==> src/rtl/exec_unit.sv <==
// exec_unit: execute stage of a small 4-bit accumulator machine.
// It runs a FETCH -> EXEC cycle for each instruction and includes an
// ALU with carry/zero flags, a registered output port, two-byte jumps
// and a HALTED state that only reset can leave.
//
// Handshake: there is no valid/ready pair. fetch_en, pc_inc and pc_load
// are single-cycle enables that the fetch register and program counter
// act on at the next rising edge. pc_addr is valid only while pc_load=1.
module exec_unit (
    input  logic        clk,
    input  logic        reset,
    input  logic        run,
    input  logic [3:0]  instr,
    input  logic [3:0]  oprnd,
    input  logic [7:0]  prog_byte,
    input  logic [3:0]  data_in,
    output logic        fetch_en,
    output logic        pc_inc,
    output logic        pc_load,
    output logic [11:0] pc_addr,
    output logic [3:0]  acc,
    output logic [3:0]  data_out,
    output logic        out_strobe,
    output logic        carry,
    output logic        zero,
    output logic        halted,
    output logic [1:0]  dbg_state
);

    typedef enum logic [1:0] {
        FETCH  = 2'd0,
        EXEC   = 2'd1,
        HALTED = 2'd2
    } state_t;

    localparam logic [3:0] OP_NOP  = 4'h0;
    localparam logic [3:0] OP_LIT  = 4'h1;
    localparam logic [3:0] OP_ADDI = 4'h2;
    localparam logic [3:0] OP_SUBI = 4'h3;
    localparam logic [3:0] OP_ANDI = 4'h4;
    localparam logic [3:0] OP_ORI  = 4'h5;
    localparam logic [3:0] OP_XORI = 4'h6;
    localparam logic [3:0] OP_IN   = 4'h7;
    localparam logic [3:0] OP_OUT  = 4'h8;
    localparam logic [3:0] OP_JMP  = 4'h9;
    localparam logic [3:0] OP_JC   = 4'hA;
    localparam logic [3:0] OP_JNC  = 4'hB;
    localparam logic [3:0] OP_JZ   = 4'hC;
    localparam logic [3:0] OP_JNZ  = 4'hD;
    localparam logic [3:0] OP_CMPI = 4'hE;
    localparam logic [3:0] OP_HALT = 4'hF;

    state_t     st;
    logic       is_jump;
    logic       jump_taken;
    logic [4:0] sum5;
    logic [4:0] diff5;

    assign dbg_state = st;
    // The jump target is always {oprnd, prog_byte}; it is used only while pc_load=1.
    assign pc_addr   = {oprnd, prog_byte};

    // Adder and subtractor results. Bit 4 is the carry; in diff5 it is 1 when there is no borrow.
    always_comb begin
        sum5  = {1'b0, acc} + {1'b0, oprnd};
        diff5 = {1'b0, acc} + {1'b0, ~oprnd} + 5'd1;
    end

    // Jump decode. The flags are tested as they were held at the start of EXEC.
    always_comb begin
        is_jump    = 1'b0;
        jump_taken = 1'b0;
        case (instr)
            OP_JMP:  begin is_jump = 1'b1; jump_taken = 1'b1;   end
            OP_JC:   begin is_jump = 1'b1; jump_taken = carry;  end
            OP_JNC:  begin is_jump = 1'b1; jump_taken = ~carry; end
            OP_JZ:   begin is_jump = 1'b1; jump_taken = zero;   end
            OP_JNZ:  begin is_jump = 1'b1; jump_taken = ~zero;  end
            default: begin is_jump = 1'b0; jump_taken = 1'b0;   end
        endcase
    end

    // Combinational fetch and PC strobes. pc_inc and pc_load are never high together.
    always_comb begin
        fetch_en = 1'b0;
        pc_inc   = 1'b0;
        pc_load  = 1'b0;
        case (st)
            FETCH: begin
                if (run) begin
                    fetch_en = 1'b1;
                    pc_inc   = 1'b1;
                end
            end
            EXEC: begin
                if (is_jump) begin
                    if (jump_taken) pc_load = 1'b1;
                    else            pc_inc  = 1'b1;
                end
            end
            default: ;
        endcase
    end

    // FSM, architectural registers and the registered output pulse.
    always_ff @(posedge clk) begin
        if (reset) begin
            st         <= FETCH;
            acc        <= 4'h0;
            data_out   <= 4'h0;
            carry      <= 1'b0;
            zero       <= 1'b0;
            out_strobe <= 1'b0;
            halted     <= 1'b0;
        end else begin
            out_strobe <= 1'b0;
            case (st)
                FETCH: begin
                    if (run) st <= EXEC;
                end
                EXEC: begin
                    st <= FETCH;
                    case (instr)
                        OP_NOP: ;
                        OP_LIT: begin
                            acc  <= oprnd;
                            zero <= (oprnd == 4'h0);
                        end
                        OP_ADDI: begin
                            acc   <= sum5[3:0];
                            carry <= sum5[4];
                            zero  <= (sum5[3:0] == 4'h0);
                        end
                        OP_SUBI: begin
                            acc   <= diff5[3:0];
                            carry <= diff5[4];
                            zero  <= (diff5[3:0] == 4'h0);
                        end
                        OP_ANDI: begin
                            acc  <= acc & oprnd;
                            zero <= ((acc & oprnd) == 4'h0);
                        end
                        OP_ORI: begin
                            acc  <= acc | oprnd;
                            zero <= ((acc | oprnd) == 4'h0);
                        end
                        OP_XORI: begin
                            acc  <= acc ^ oprnd;
                            zero <= ((acc ^ oprnd) == 4'h0);
                        end
                        OP_IN: begin
                            acc  <= data_in;
                            zero <= (data_in == 4'h0);
                        end
                        OP_OUT: begin
                            data_out   <= acc;
                            out_strobe <= 1'b1;
                        end
                        OP_CMPI: begin
                            carry <= diff5[4];
                            zero  <= (diff5[3:0] == 4'h0);
                        end
                        OP_HALT: begin
                            st     <= HALTED;
                            halted <= 1'b1;
                        end
                        default: ;
                    endcase
                end
                HALTED: st <= HALTED;
                default: st <= FETCH;
            endcase
        end
    end

endmodule

==> config.mk <==
export PLATFORM = sky130hd
export DESIGN_NAME = exec_unit
export DESIGN_NICKNAME = d
export VERILOG_FILES = /design/src/rtl/exec_unit.sv
export SDC_FILE = /design/constraint.sdc
export NUM_CORES = 1
export LEC_CHECK = 0
export CAP_MARGIN = 25
export CORE_AREA = 5 5 64 66
export DETAILED_ROUTE_END_ITERATION = 10
export DIE_AREA = 0 0 69 71
export PLACE_DENSITY = 0.77
export SKIP_CTS_REPAIR_TIMING = 1
export SYNTH_ARGS = -nofsm -noshare
export SYNTH_HDL_FRONTEND = slang
export SYNTH_SLANG_ARGS = --single-unit
==> constraint.sdc <==
create_clock -name clk -period 2.6 [get_ports clk]
set_input_delay 0.78 -clock clk [delete_from_list [all_inputs] [get_ports clk]]
set_output_delay 0.78 -clock clk [all_outputs]
set_load 0.005 [all_outputs]
# --- Word level (Yosys, flattened, before mapping) ---
# Cells that the tools add are included.
op_classes:
  div: 0
  n_eq_ne: 18
  n_mul: 0
  magnitude_cmp: 0
  n_addsub: 3
  n_bitwise: 7
  n_mux: 17
  shifts: 0
  reduce_logical: 19
op_table:
  columns: ["cell", "n"]
  rows:
  - ["4-bit == test (second input constant)", 8]
  - ["4-bit zero test", 7]
  - ["4-bit case mux with 7 select lines", 1]
  - ["4-bit by 3-bit == test with 1-bit output (second input constant)", 4]
  - ["7-bit nonzero test", 2]
  - ["4-bit by 4-bit adder with 5-bit output", 2]
  - ["2-bit AND reduction", 5]
  - ["1-bit two-way mux", 9]
  - ["4-bit by 2-bit == test with 1-bit output (second input constant)", 2]
  - ["1-bit case mux with 7 select lines", 1]
  - ["2-bit case mux with 3 select lines", 1]
  - ["5-bit by 1-bit adder with 5-bit output (second input constant)", 1]
  - ["1-bit case mux with 5 select lines", 1]
  - ["5-bit OR reduction", 1]
  - ["4-bit AND", 1]
  - ["4-bit by 1-bit == test with 1-bit output (second input constant)", 1]
  - ["2-bit two-way mux", 2]
  - ["4-bit NOT", 1]
  - ["4-bit bitwise OR", 1]
  - ["1-bit case mux with 2 select lines", 2]
  - ["2-bit OR reduction", 2]
  - ["4-bit XOR", 1]
  - ["1-bit NOT", 3]
  - ["2-bit by 1-bit == test with 1-bit output (second input constant)", 1]
  - ["other kinds (4)", 4]
word_totals:
  ram_bits: 0
  mem_bits_ro: 0
  in_bits: 23
  regBits: 14
  word_cells: 71
  latch_bits: 0
  n_memories: 0

# --- Logic depth before layout (Yosys ltp) ---
logic_depth:
  depth_word: 5
  mapped_depth: 9

# --- Worst setup path after synthesis ---
# No wires, ideal clock.
synth_path:
  path_kind: "input to output"
  from: "in instr[1]"
  to: "out pc_inc"
  cell_stages: 6
  path_slack_ps: 54
  n_path_buf: 3
  required_ps: 1820
  arrival_time_ps: 1766
  cell_sequence: "buf_2 buf_2 clkbuf_1 o211ai_1 o211a_1 o21ai_0"
synth_via:
  elab_chain_len: 5
  elab_cells_between_ends: 11
synth_lines:
  columns: ["element", "line_no", "text"]
  rows:
  - ["start: declaration", "13", "input logic [3:0] instr,"]
  - ["4-bit == test", "73", "case (instr)"]
  - ["1-bit case mux with 5 select lines or 5-bit OR reduction (tied branches)", null, null]
  - ["1-bit two-way mux (on tied branches)", "97, 73", null]
  - ["1-bit two-way mux *", "96", "if (is_jump) begin"]
  - ["1-bit case mux with 2 select lines *", "88", "case (st)"]
  - ["end: declaration", "18", "output logic pc_inc,"]
# Mark *: on every way between the ends. The rest lies on a longest branch, timed or not.

# --- Worst setup path after layout ---
layout_path:
  from: "in oprnd[2]"
  to: "reg zero"
layout_via:
  elab_chain_len: 5
  elab_cells_between_ends: 14
layout_lines:
  columns: ["element", "line_no", "text"]
  rows:
  - ["start: declaration", "14", "input logic [3:0] oprnd,"]
  - ["4-bit NOT", "66", "diff5 = {1'b0, acc} + {1'b0, ~oprnd} + 5'd1;"]
  - ["4-bit by 4-bit adder with 5-bit output", "66", null]
  - ["5-bit by 1-bit adder with 5-bit output", "66", null]
  - ["4-bit zero test", "137, 161", null]
  - ["1-bit case mux with 7 select lines *", "123", "case (instr)"]
  - ["end signal: assignment", "127", "zero <= (oprnd == 4'h0);"]
  - ["end signal: assignment", "137", "zero <= (diff5[3:0] == 4'h0);"]
  - ["end signal: assignment", "161", "zero <= (diff5[3:0] == 4'h0);"]
  - ["end: declaration", "25", "output logic zero,"]
# Marks and branches as above.
# A chain may end at the register's enable or synchronous reset.

==> reports/summary.log <==
[worst_setup_path] data arrival time at the worst-slack endpoint 2.72 ns
[cells_and_area] share of layout cells above drive strength 1 23.7%
[sta] Max Clk Rate 395 MHz
[cells_and_area] Cell Count, Final, Fillers Out 293
[logic_synthesis] synth cell count leaders nor2_1 (20), a21oi_1 (14), buf_4 (14), dfxtp_1 (14), inv_1 (14)
[floorplanning] floorplan die height 71 um
[sta] Final Critical Period 2.53 ns
[drt] remaining routing DRC violations 0
[floorplanning] initial standard-cell utilization of the core 42.6%
[worst_setup_path] type of origin of the critical path input port
[cells_and_area] net count of the finished layout 283
[min_path] worst min-delay path class flop to flop
[logic_synthesis] Avg Synthesized Cell Area 7.58 sq um
[cts] number of H-tree branching levels 1
[place] Buffers on Ports 35
[logic_synthesis] leading register cell type out of synthesis dfxtp_1
[drt] post-route antenna net violation count 0
[drt] number of violations reported at the end of detailed-routing iteration 0 87
[place] sum of net half-perimeters after detailed placement 3.15 mm
[sta] Max Slew Vio Count 0
[run_status] status finished, final reports clean
[global_route] maximum number of pins on one net before global-route repair 29
[global_route] via count of the first global-routing pass 1468
[power_and_ir_drop] power density cells 289 nW/um^2
[power_and_ir_drop] leakage power figure 0.956 nW
[sta] transition time at the pin with the least slew margin 0.546 ns
[cts] post-CTS clock slew at the launch and capture registers of the worst setup and hold paths 0.08 ns
[global_route] Congestion Overflow GR 0
[sta] period utilisation layout 97.4%
[global_route] wire length of the first global-routing pass 6.60 mm
[sta] summed negative setup slack over all endpoints 0 ns
[sta] Worst slew margin 63.5%
[power_and_ir_drop] worst vdd ir 0.000225 V
[logic_synthesis] Synth area leaders dfxtp_1 (19%), ha_1 (10%), buf_4 (7.0%), nor2_1 (5.0%), a21oi_1 (4.7%)
[floorplanning] width of the die 69 um
[logic_synthesis] part of the Yosys area used for sequential elements 18.7%
[cts] master cell of the clock root buffer clkbuf_4
[logic_synthesis] cell area after synthesis 1500 sq um
[logic_synthesis] area share of the largest cell type after synthesis 18.7%
[worst_setup_path] worst setup path class input port to flop
[logic_synthesis] cell type contributing the most total cell area after synthesis dfxtp_1
[logic_synthesis] cell count after synthesis 198
[cells_and_area] layout overhead on the synthesized area 40.6%
[power_and_ir_drop] total power 0.609 mW
[drt] drt pass-1 iters 4
[floorplanning] number of primary I/O pins 52
[global_route] antenna violations before repair 0
[sta] worst clock skew 0.00237 ns
[cells_and_area] final core utilization 59.9%
[flow_run] max_cap viols 0
[logic_synthesis] Async SR Flop Fraction 0%
[sta] Hold Violations, Final 0
[logic_synthesis] EDFF count, synth 0
[floorplanning] placeable core region 3520 sq um
[drt] vias after detailed routing 1563
[drt] final wirelength 4.23 mm
[logic_synthesis] dominant cell by count in the synthesized netlist nor2_1
[cts] CTS tree built
[worst_setup_path] Crit. End Element flop
[cts] number of clock sinks 14
[cts] TritonCTS Buffers 3
[worst_setup_path] biggest fanout along the worst timing path 7
[drt] drt via density 5.33
[drt] drt wl/cell 14.4 um
[worst_setup_path] Register-to-Register Setup Slack 0.46 ns
[place] instance count after placement with tap cells included 289
[sta] total setup violations reported at the end of the flow 0
[place] RD Place Congestion 0.925
[logic_synthesis] total nets after synthesis 235
[cells_and_area] antenna diode instance count 0
[cts] clock latency reported for the late side of the worst-skew pair 0.27 ns
[logic_synthesis] Cell variety after synth 52
[sta] WHS 0.454 ns
[floorplanning] DIE AREA 4900 sq um
[logic_synthesis] number of warning messages in the yosys log 0
[logic_synthesis] FF+latch count, synth 14
[floorplanning] cell row count 22
[cts] buffers from clock root to sink, at most 2
[worst_setup_path] required time of the critical path 2.79 ns
[sta] unrepaired setup endpoints after global routing no
[global_route] Total Routing Usage GR 15.9%
[where the power goes]
group,switching (mW),internal (mW),total (mW)
registers,0.00477,0.219,0.223
clock network,0.0665,0.0851,0.152
logic,0.111,0.123,0.234
[path summary, 6_finish.rpt]
path	startpoint	end	cells after the start
setup reg to reg	acc[0]	zero	7
setup / recovery	oprnd[2]	zero	8
hold / removal	halted	halted	2
hold reg to reg	halted	halted	2
[final cells by class]
cell class                 count  area [sq um]
sequential                    14           280
inverter                      14          52.6
multi-input combinational    144          1060
clock buffer                   4          36.3
fill                         347          1410
timing repair buffer          69           626
tap                           48          60.1
[worst max-delay path: stages]
cell	delay (ns)
clkdlybuf4s50_1	0.47
inv_1	0.06
ha_2	0.36
nor3_1	0.20
a22oi_1	0.13
a2111oi_2	0.32
a21oi_1	0.12
a311oi_2	0.27
[registers in the layout (all words and copies together) (netlist names)]
register / cells
acc: 4
out_strobe: 1
halted: 1
carry: 1
data_out: 4
zero: 1
dbg_state: 2
[through the flow]
step	setup slack, ns	area [sq um]
floorplan	0.0545	1500
detailed placement	-0.653	2000
finish	0.0680	2110
global route	0.00643	2110
CTS	-0.654	2040
global placement	-0.590	2000
[layer usage]
layer,up-vias,global-route usage (%),wire length [um]
met5,-,0,0
met4,0,3.69,109
met3,10,3.27,237
met2,68,28.5,2130
met1,714,19.5,1740
li1,771,-,-
[cell families (layout without fill, tap and decap cells)]
| group | after synthesis | after routing | share of synthesized area (%) |
|---|---|---|---|
| AND/OR/NAND/NOR | 71 | 71 | 25.9 |
| multiplexers | 7 | 7 | 4.75 |
| AO/OA/AOI/OAI | 48 | 48 | 21.2 |
| buffers and inverters | 40 | 87 | 14.5 |
| adder cells (fa/ha/maj) | 14 | 14 | 12.7 |
| XOR/XNOR | 4 | 4 | 2.33 |
| flip-flops | 14 | 14 | 18.7 |
[cells in the final DEF (no fill, tap or decap), types with 2 or more instances in the layout]
cell type         n
clkdlybuf4s50_1  24
mux2i_1           6
nand3_1           5
nor3_1            4
dfxtp_1          14
nor2_1           19
o21ai_1           2
inv_1            13
buf_4            34
o21ai_0          10
nor2b_1           3
nand3b_1          4
a21oi_1          13
fa_2              2
nand2_1          11
xnor2_1           3
nor2_2            2
ha_1              9
nand2b_1          6
a31oi_1           2
and3_1            3
nor4_1            2
ha_2              2
clkbuf_4          3
o211ai_1          2
nor3b_1           2
a21oi_2           3
and3b_1           2
o211a_1           2
dlymetal6s2s_1   10
Power figures use the tool's default switching activity.
